File: config.mk
export PLATFORM = sky130hd
export DESIGN_NAME = tx_fifo
export DESIGN_NICKNAME = d
export VERILOG_FILES = /design/src/rtl/usb_pkg.sv /design/src/rtl/fifo_ptr_ctrl.sv /design/src/rtl/tx_fifo.sv
export SDC_FILE = /design/constraint.sdc
export NUM_CORES = 1
export LEC_CHECK = 0
export CORE_MARGIN = 1
export CORE_UTILIZATION = 40
export DETAILED_ROUTE_END_ITERATION = 6
export GPL_TIMING_DRIVEN = 0
export SLEW_MARGIN = 20
export SYNTH_ARGS = -nofsm -noshare
export SYNTH_HDL_FRONTEND = slang
export SYNTH_HIERARCHICAL = 1
export SYNTH_SLANG_ARGS = --single-unit
File: constraint.sdc
create_clock -name clk -period 4.9 [get_ports clk]
set_input_delay 0.49 -clock clk [delete_from_list [all_inputs] [get_ports clk]]
set_output_delay 0.49 -clock clk [all_outputs]
set_load 0.03 [all_outputs]
File: src/rtl/usb_pkg.sv
// usb_pkg: shared USB datapath types and sizes
package usb_pkg;
    localparam int TX_FIFO_DEPTH = 64;
    typedef logic [7:0] byte_t;
endpackage

File: src/rtl/fifo_ptr_ctrl.sv
// fifo_ptr_ctrl: pointer, occupancy, full/empty and error-pulse control for a byte FIFO
// Ports: clk, n_rst (async active-low); w_enable/r_enable/flush requests;
// push (accepted write strobe for the storage array), wr_ptr/rd_ptr (storage indices);
// empty/full/occupancy status; overrun/underrun one-cycle error pulses.
module fifo_ptr_ctrl #(
    parameter int DEPTH = 64,
    localparam int AW = $clog2(DEPTH)
) (
    input  logic          clk,
    input  logic          n_rst,
    input  logic          w_enable,
    input  logic          r_enable,
    input  logic          flush,
    output logic          push,
    output logic [AW-1:0] wr_ptr,
    output logic [AW-1:0] rd_ptr,
    output logic          empty,
    output logic          full,
    output logic [AW:0]   occupancy,
    output logic          overrun,
    output logic          underrun
);
    logic pop;
    assign empty = occupancy == '0;
    assign full  = occupancy == (AW+1)'(DEPTH);
    assign push  = w_enable & ~full & ~flush;
    assign pop   = r_enable & ~empty & ~flush;
    always_ff @(posedge clk or negedge n_rst) begin
        if (!n_rst) begin
            wr_ptr    <= '0;
            rd_ptr    <= '0;
            occupancy <= '0;
            overrun   <= 1'b0;
            underrun  <= 1'b0;
        end else begin
            overrun  <= w_enable & full & ~flush;
            underrun <= r_enable & empty & ~flush;
            if (flush) begin
                wr_ptr    <= '0;
                rd_ptr    <= '0;
                occupancy <= '0;
            end else begin
                if (push) wr_ptr <= wr_ptr + 1'b1;
                if (pop) rd_ptr <= rd_ptr + 1'b1;
                if (push & ~pop) occupancy <= occupancy + 1'b1;
                else if (pop & ~push) occupancy <= occupancy - 1'b1;
            end
        end
    end
endmodule

File: src/rtl/tx_fifo.sv
// tx_fifo: transmit-side first-word-fall-through byte FIFO for the USB endpoint
// Ports: clk, n_rst (async active-low); w_enable/w_data push side (AHB slave);
// r_enable pop side and r_data head byte (TX encoder), 8'h00 while empty;
// flush clears contents; empty/full/occupancy status; overrun/underrun error pulses.
module tx_fifo
    import usb_pkg::*;
#(
    parameter int DEPTH = TX_FIFO_DEPTH,
    localparam int AW = $clog2(DEPTH)
) (
    input  logic        clk,
    input  logic        n_rst,
    input  logic        w_enable,
    input  logic [7:0]  w_data,
    input  logic        r_enable,
    input  logic        flush,
    output logic [7:0]  r_data,
    output logic        empty,
    output logic        full,
    output logic [AW:0] occupancy,
    output logic        overrun,
    output logic        underrun
);
    byte_t         mem [DEPTH];
    logic          push;
    logic [AW-1:0] wr_ptr;
    logic [AW-1:0] rd_ptr;

    fifo_ptr_ctrl #(.DEPTH(DEPTH)) u_ctrl (
        .clk       (clk),
        .n_rst     (n_rst),
        .w_enable  (w_enable),
        .r_enable  (r_enable),
        .flush     (flush),
        .push      (push),
        .wr_ptr    (wr_ptr),
        .rd_ptr    (rd_ptr),
        .empty     (empty),
        .full      (full),
        .occupancy (occupancy),
        .overrun   (overrun),
        .underrun  (underrun)
    );

    // Storage is not reset; the empty gate on r_data hides stale contents.
    always_ff @(posedge clk) begin
        if (push) mem[wr_ptr] <= w_data;
    end

    assign r_data = empty ? 8'h00 : mem[rd_ptr];
endmodule

Yosys cells after proc, flatten, opt, wreduce, memory -nomap -nowiden

Memories as Yosys holds them, arrays and structs flattened.
Cells that the tools add are included.

Logic and storage cells: 40
Output and inout port bits: 19
Memories kept: 1
Bits of input ports: 13
Memory bits (writable): 512
Flip-flop bits (word level): 21

Equality and inequality tests: 1
$add $sub $neg: 4
Reduce and logical (&&, ||, !) cells: 4
Multiplexer cells: 10
Bitwise logic cells: 15

Memories:

| memory | depth | bits a word | rd ports | clocked after memory_dff | wr ports | RTL line      | RTL |
|---|---|---|---|---|---|---|---|
| mem    | 64    | 8           | 1        | 0                        | 1        | tx_fifo.sv:24 | `byte_t mem [DEPTH];` |

Operators by type and width:

| kind                | count |
|---|---|
| $mux 6              | 4 |
| $mux 7              | 3 |
| $add 6x1->6 const B | 2 |
| $and 1x1->1         | 10 |
| $mux 8              | 1 |
| $add 7x1->7 const B | 1 |
| $eq 7x7->1 const B  | 1 |
| $logic_not 7->1     | 1 |
| $sub 7x1->7 const B | 1 |
| $not 1->1           | 5 |
| $reduce_bool 2->1   | 2 |
| $reduce_bool 3->1   | 1 |
| $mux 1              | 2 |

Depth between registers and ports, before layout

Gate-level depths: netlist of the first run.

Depth in word-level cells: 9
Mapped depth: 11
Gate-level depth less buffers: 11

Modules after synthesis

The synthesis of the first run kept the hierarchy.

By module, submodules not included:

| module        | cells each | area each (µm²) | instances | seq. area each (µm²) |
|---|---|---|---|---|
| tx_fifo       | 951        | 20,005.4        | 1         | 15,374.7 |
| fifo_ptr_ctrl | 124        | 1,227.4         | 1         | 525.5 |

Least setup slack after synthesis of the first run

No wires, ideal clock.

Path kind: reg-to-output
Start: reg u_ctrl.occupancy[1]
End: out r_data[3]
Path slack: 1,478 ps
Data required time: 4,410 ps
Path buffers: 1
Cell stages (with the launch flop): 9
Data arrival time: 2,932 ps
Cells stage by stage: dfrtp_1 or4_4 or3_4 nor2_1 nand2b_1 buf_1 nor4_1 a21oi_1 o221ai_1

Longest elaborated chain between the ends: 2

RTL lines:

| what                   | RTL line            | RTL |
|---|---|---|
| start, declared        | fifo_ptr_ctrl.sv:19 | `output logic [AW:0] occupancy,` |
| start signal, assigned | fifo_ptr_ctrl.sv:45 | `if (push & ~pop) occupancy <= occupancy + 1'b1;` |
| start signal, assigned | fifo_ptr_ctrl.sv:46 | `else if (pop & ~push) occupancy <= occupancy - 1'b1;` |
| $logic_not 7->1        | fifo_ptr_ctrl.sv:24 | `assign empty = occupancy == '0;` |
| net empty              | tx_fifo.sv:18       | `output logic empty,` |
| $mux 8                 | tx_fifo.sv:50       | `assign r_data = empty ? 8'h00 : mem[rd_ptr];` |
| end, declared          | tx_fifo.sv:17       | `output logic [7:0] r_data,` |

The timed path passes the listed nets, and every way through them passes these cells.

Worst setup path in the final report of the first run

Start: reg u_ctrl.rd_ptr[2]
End: out r_data[7]

Longest elaborated chain between the ends: 2

RTL lines:

| what                   | RTL line            | RTL |
|---|---|---|
| start, declared        | fifo_ptr_ctrl.sv:16 | `output logic [AW-1:0] rd_ptr,` |
| start signal, assigned | fifo_ptr_ctrl.sv:44 | `if (pop) rd_ptr <= rd_ptr + 1'b1;` |
| $mem_v2 64x8           | n/a                 |  |
| $mux 8                 | tx_fifo.sv:50       |  |

Every way passes these cells.

==> impl_metrics.yaml, run 1 <==
status:
  outcome: "finished, final reports clean"
cts:
  clkTransAtPathRegs_ps: 60
  htree_levels: 2
  clockBufferDepth: 3
  cts_buffers: 54
  post_cts_buffers: 0
  clock_sinks: 533
  cts-root-buf: "clkbuf_16"
  insertion_delay_ps: 590
  cts_tree: "done"
place:
  hpwl_mm: 35.0
  port_buffers: 31
  placed_area_mm2: 0.0225
  place.gp.congestion: 0.957
timing:
  hold_viol: 0
  min_period_ps: 4770
  worst_pin_slew_ps: 1100
  slew_headroom_pct: 26.1
  setup_violations: 0
  whs_ps: 403
  period_share_pct: 97.3
  fin_worst_skew_ps: 11.2
  finalSetupTns_ps: 0
  finalMaxSlewViolations: 0
  rsz0062_at_grt: "no"
  clock.fmax_ghz: 0.210
floorplan:
  dieHeight_um: 232
  io-pin-count: 32
  start_util_pct: 40.4
  fp.dieArea_mm2: 0.0540
  fp.dieW_um: 232
  core_area_mm2: 0.0526
  rows: 84
setup_path:
  critPathRequiredTime_ps: 4410
  critPathBufInv: 5
  path_delay_family: "buffers and inverters"
  worst-path-max-fanout: 10
  arrival_ps: 4280
  crit_path_max_incr_delay_ps: 680
  crit_chain: "buf_2, buf_2, buf_2, buf_2, mux2i_1, nand2_1, nand3_1, o221ai_1, clkdlybuf4s50_1"
  critical_path.most_common_cell: "buf_2"
  crit_path_end_kind: "primary output"
  crit_type: "reg -> out"
  cp_slowest_cell: "clkdlybuf4s50_1"
  start_kind: "flop"
synthesis:
  asyncSetResetFlopFracSynth_pct: 3.94
  yosysTopAreaCellShare_pct: 72.4
  synth.distinct_cells: 59
  ys_seq_area_share_pct: 74.9
  ys_seq_elements: 533
  synthCells: 1075
  ys.flop_type: "edfxtp_1"
  ys_top_cells_by_area: "edfxtp_1 72%, mux4_2 13%, dfrtp_1 2.5%, nor2_1 1.8%, mux2i_1 1.0%"
  yosysWarnings: 6
  synth-edff-count: 512
  syn_nets: 1097
  synth_area_mm2: 0.0212
  post-synth-top-area-cell: "edfxtp_1"
  syn_area_per_cell_um2: 19.8
run:
  drv_cap: 0
power_and_ir_drop:
  power.switching_w: 0.00292
  finalPower_w: 0.0111
  power_leakage_nw: 7.51
  peakVddDrop_mv: 0.279
  p_per_area_mw_per_mm2: 459
  combPwrFrac_pct: 18.4
  p_sw_share_pct: 26.3
  pwr-share-clk_pct: 35.7
  p_int_w: 0.00818
  seqPwrFrac_pct: 45.8
grt:
  grt_max_degree: 65
  antenna_found_initial: 1
  grt_pass1_wl_mm: 78.0
  grt_pass1_vias: 11100
  gr-total-overflow: 0
  grt_usage_pct: 20.4
hold_path:
  hold_class: "in -> async"
routing:
  wl_per_cell_um: 28.3
  drc: 0
  num_vias: 10900
  wl_mm: 53.7
  drt-pass1-iter-count: 6
  drtAntennaViolNets: 0
  drt-initial-drc-count: 1346
  viasPerCell: 5.76
final_layout:
  area_delta_synth_final_pct: 14.1
  design_area_mm2: 0.0242
  nets: 1191
  layout_common_cells: "512 x edfxtp_1, 123 x mux4_2, 101 x nor2_1"
  drive_gt1_share_pct: 22.4
  final_common_cell: "edfxtp_1"
  insertedDiodeCount: 0
## worst paths after layout
check                      cells past startpoint                             from  slack, ps                         endpoint
hold reg to reg                                2     u_ctrl/wr_ptr[5]$_DFFE_PN0P_        550     u_ctrl/wr_ptr[5]$_DFFE_PN0P_
setup / recovery                               9     u_ctrl/rd_ptr[2]$_DFFE_PN0P_        130                        r_data[7]
max in group asynchronous                      2                            n_rst       4160     u_ctrl/rd_ptr[0]$_DFFE_PN0P_
min in group clk                               1                        w_data[0]        410             mem[41][0]$_DFFE_PP_
hold / removal                                 2                            n_rst        400  u_ctrl/occupancy[1]$_DFFE_PN0P_
setup reg to reg                              10  u_ctrl/occupancy[1]$_DFFE_PN0P_       1410  u_ctrl/occupancy[6]$_DFFE_PN0P_
## cell families after synthesis
| kind of cell | share of synthesized area (%) |
|---|---|
| DFF | 74.9 |
| AOI/OAI and AO/OA | 3.21 |
| and+or+nand+nor | 4.64 |
| muxes | 14.4 |
| adders and majority gates | 0.566 |
| buffers and inverters | 1.74 |
| xor gates and xnor gates | 0.536 |
## power by group through the flow
| stage | Clock (W) | Combinational (W) | Sequential [W] |
|---|---|---|---|
| 6_report | 0.00397 | 0.00205 | 0.00509 |
| 5_1_grt | 0.00419 | 0.00217 | 0.00510 |
| 4_1_cts | 0.00403 | 0.00205 | 0.00509 |
| 3_5_place_dp | 0 | 0.00204 | 0.00519 |
| 3_3_place_gp | 0 | 0.00202 | 0.00520 |
| 2_1_floorplan | 0 | 0.00126 | 0.00522 |
## routing by layer
| layer | GRT usage, % | routed length (um) |
|---|---|---|
| met2 | 32.7 | 25700 |
| met1 | 28.0 | 22400 |
| met3 | 4.82 | 4270 |
| met4 | 5.53 | 1280 |
| met5 | 0 | 0 |
## state kept, by name (all words and copies together) (netlist names)
name	cells
mem	512
u_ctrl/occupancy	7
u_ctrl/overrun	1
u_ctrl/rd_ptr	6
u_ctrl/underrun	1
u_ctrl/wr_ptr	6
## cells in the mapped netlist (2+ instances only)
| cell type | instances |
|---|---|
| dfrtp_1 | 21 |
| ha_1 | 8 |
| mux2_2 | 4 |
| a21o_1 | 3 |
| buf_2 | 20 |
| a32o_1 | 2 |
| o22ai_1 | 13 |
| a22oi_1 | 10 |
| and3_1 | 4 |
| o41ai_1 | 2 |
| buf_4 | 5 |
| nand3_1 | 16 |
| buf_1 | 6 |
| and2_1 | 2 |
| a211oi_1 | 4 |
| o2bb2ai_1 | 2 |
| a21oi_1 | 9 |
| or3b_2 | 5 |
| edfxtp_1 | 512 |
| nor2b_1 | 10 |
| buf_6 | 7 |
| xor2_1 | 8 |
| xnor2_1 | 5 |
| nor2_1 | 102 |
| o31ai_1 | 4 |
| a22o_1 | 6 |
| o221ai_1 | 7 |
| o21ai_0 | 10 |
| inv_1 | 7 |
| nand2_1 | 41 |
| mux2i_1 | 22 |
| o21a_1 | 2 |
| nand2b_1 | 8 |
| buf_12 | 2 |
| a31oi_1 | 7 |
| nand4_1 | 7 |
| nor3_1 | 6 |
| mux4_2 | 123 |
| or3_1 | 4 |
| nand3b_1 | 2 |
| clkbuf_1 | 17 |
| a32oi_1 | 3 |
## area by class of cell
cell class / count / area (um^2)
buffer: 57 / 347
clock buffer: 70 / 1480
clock inverter: 28 / 219
fill: 4450 / 28300
inverter: 7 / 26.3
multi-input combinational: 478 / 4990
sequential: 533 / 15900
tap: 688 / 861
timing repair buffer: 38 / 400
## repair_timing
item,in CTS,in global routing
endpoints found under the setup margin,5,3
pin swaps,0,0
gates resized for setup,3,4
endpoints found under the hold margin,0,21
hold buffers,0,1
## metrics by stage
step	util (%)	instances	setup WS, ps
2_1_floorplan	-	1075	1480
3_3_place_gp	42.6	1794	436
3_5_place_dp	42.8	1800	418
4_1_cts	46.1	1898	21.0
5_1_grt	46.1	1899	57.8
6_report	46.1	1899	130
Note: power is estimated with default switching activity, not from simulation.
==> run 2: changes to the inputs <==
==> constraint.sdc (replaced) <==
create_clock -name clk -period 5.45 [get_ports clk]
set_input_delay 0.545 -clock clk [delete_from_list [all_inputs] [get_ports clk]]
set_output_delay 0.545 -clock clk [all_outputs]
set_load 0.03 [all_outputs]
==> run 2 against run 1 <==
Effect of this change: first-iteration DRC count rose by 4.1%; final area about the same; largest cell class unchanged; via count hardly changed; clock power down 10%; highest routed layer unchanged; sequential power shrank 10%; sequential share of layout area increased by 0.051 points; power is 10% lower; flip-flop and latch count unchanged; global-route usage is essentially flat; core utilization about the same.
==> impl_metrics.yaml, run 2 (same netlist as run 1, synthesis figures left out) <==
status:
  outcome: "finished, final reports clean"
timing:
  setup_violations: 0
  whs_ps: 457
  fin_ws_ps: 219
  period_share_pct: 96.0
  worst_pin_slew_ps: 1120
  min_period_ps: 5230
  hold_viol: 0
  slew_headroom_pct: 25.0
  clock.fmax_ghz: 0.191
  rsz0062_at_grt: "no"
  finalSetupTns_ps: 0
  finalMaxSlewViolations: 0
  fin_worst_skew_ps: 12.6
final_layout:
  top_regs: "mem: 512 flops, u_ctrl/occupancy: 7 flops"
  final_cells: 1899
  nets: 1191
  final_common_cell: "edfxtp_1"
  insertedDiodeCount: 0
  largest_reg_flops: 512
  drive_gt1_share_pct: 21.9
  top_register: "mem"
  area_delta_synth_final_pct: 14.0
  layout_common_cells: "512 x edfxtp_1, 123 x mux4_2, 102 x nor2_1"
floorplan:
  dieHeight_um: 232
  core_area_mm2: 0.0526
  start_util_pct: 40.4
  fp.dieW_um: 232
  io-pin-count: 32
  rows: 84
  fp.dieArea_mm2: 0.0540
routing:
  wl_mm: 53.7
  drtAntennaViolNets: 0
  drt-initial-drc-count: 1401
  drc: 0
  num_vias: 10900
  wl_per_cell_um: 28.3
  drt-pass1-iter-count: 5
  viasPerCell: 5.75
power_and_ir_drop:
  finalPower_w: 0.00998
  peakVddDrop_mv: 0.251
  seqPwrFrac_pct: 45.8
  power_leakage_nw: 7.50
  p_sw_share_pct: 26.3
  pwr-share-clk_pct: 35.8
  power.switching_w: 0.00263
  p_per_area_mw_per_mm2: 413
  p_int_w: 0.00736
  combPwrFrac_pct: 18.4
grt:
  grt_max_degree: 65
  grt_pass1_vias: 11100
  grt-busiest-layer: "met2"
  antenna_found_initial: 1
  gr-total-overflow: 0
  grt_pass1_wl_mm: 78.0
  gr-usage-met3_pct: 4.75
  grt_usage_pct: 20.5
  grtUsageMet2_pct: 32.9
  grt.met1_usage_pct: 28.1
cts:
  clkTransAtPathRegs_ps: 60
  cts_tree: "done"
  post_cts_buffers: 0
  cts_resized: 0
  cts-root-buf: "clkbuf_16"
  clockBufferDepth: 3
  ctsHoldBuffers: 0
  htree_levels: 2
  clock_sinks: 533
  insertion_delay_ps: 590
  cts_buffers: 54
hold_path:
  hold_class: "in -> async"
setup_path:
  arrival_ps: 4690
  critPathRequiredTime_ps: 4910
  crit_type: "reg -> out"
  worst-path-max-fanout: 10
  crit_path_end_kind: "primary output"
  start_kind: "flop"
place:
  post-place-cells: 1800
  hpwl_mm: 35.0
  port_buffers: 31
  pre_cts_slack_ps: 913
  place.gp.congestion: 0.957
run:
  drv_cap: 0
-- run 2: cell count changes in the layout (fill, tap and decap cells not counted) --
cell	previous run	this run
clkbuf_1	29	30
clkbuf_2	3	0
a211oi_2	1	0
o41ai_1	1	2
buf_1	4	6
o41ai_2	1	0
a211oi_1	3	4
nor2_1	101	102
nor2_2	1	0
-- run 2: final timing paths --
kind,cells past startpoint,slack [ps],end,from
setup / recovery,8,220,r_data[4],u_ctrl/rd_ptr[1]$_DFFE_PN0P_
hold / removal,2,460,u_ctrl/occupancy[1]$_DFFE_PN0P_,n_rst
setup reg to reg,6,1960,mem[38][0]$_DFFE_PP_,u_ctrl/occupancy[6]$_DFFE_PN0P_
hold reg to reg,2,550,u_ctrl/wr_ptr[5]$_DFFE_PN0P_,u_ctrl/wr_ptr[5]$_DFFE_PN0P_
max in group asynchronous,2,4650,u_ctrl/rd_ptr[0]$_DFFE_PN0P_,n_rst
min in group clk,1,460,mem[41][0]$_DFFE_PP_,w_data[0]
-- run 2: final cells by class --
| type | instances | area [um^2] |
|---|---|---|
| multi-input combinational | 478 | 4970 |
| clock inverter | 28 | 219 |
| inverter | 7 | 26.3 |
| tap | 688 | 861 |
| timing repair buffer | 38 | 400 |
| buffer | 57 | 343 |
| sequential | 533 | 15900 |
| fill | 4448 | 28400 |
| clock buffer | 70 | 1480 |
-- run 2: power by group through the flow --
stage	registers (W)	logic (W)	clock network, W
4_1_cts	0.00458	0.00184	0.00362
3_5_place_dp	0.00466	0.00184	0
5_1_grt	0.00458	0.00195	0.00377
3_3_place_gp	0.00467	0.00181	0
2_1_floorplan	0.00469	0.00114	0
6_report	0.00458	0.00184	0.00357
-- run 2: per-layer routing --
| layer | vias to the layer above | part of all wire [%] | routed length [um] |
|---|---|---|---|
| met3 | 92 | 8.0 | 4280 |
| met1 | 5793 | 42 | 22400 |
| li1 | 4587 | - | - |
| met5 | - | 0 | 0 |
| met2 | 450 | 48 | 25900 |
| met4 | 0 | 2.2 | 1170 |
-- run 2: stage by stage --
step | utilization [%] | cell area [um^2]
finish | 46.0 | 24200
global route | 46.0 | 24200
CTS | 46.0 | 24200
detailed placement | 42.8 | 22500
global placement | 42.6 | 22400
floorplan | - | 21200
-- run 2: critical path, stage by stage (launching register included) --
cell and delay (ps):
dfrtp_1 390, buf_4 230, buf_2 330, clkbuf_1 860, nor2_1 180, a2bb2oi_1 190
a311oi_1 180, o41ai_1 910, clkdlybuf4s50_1 830
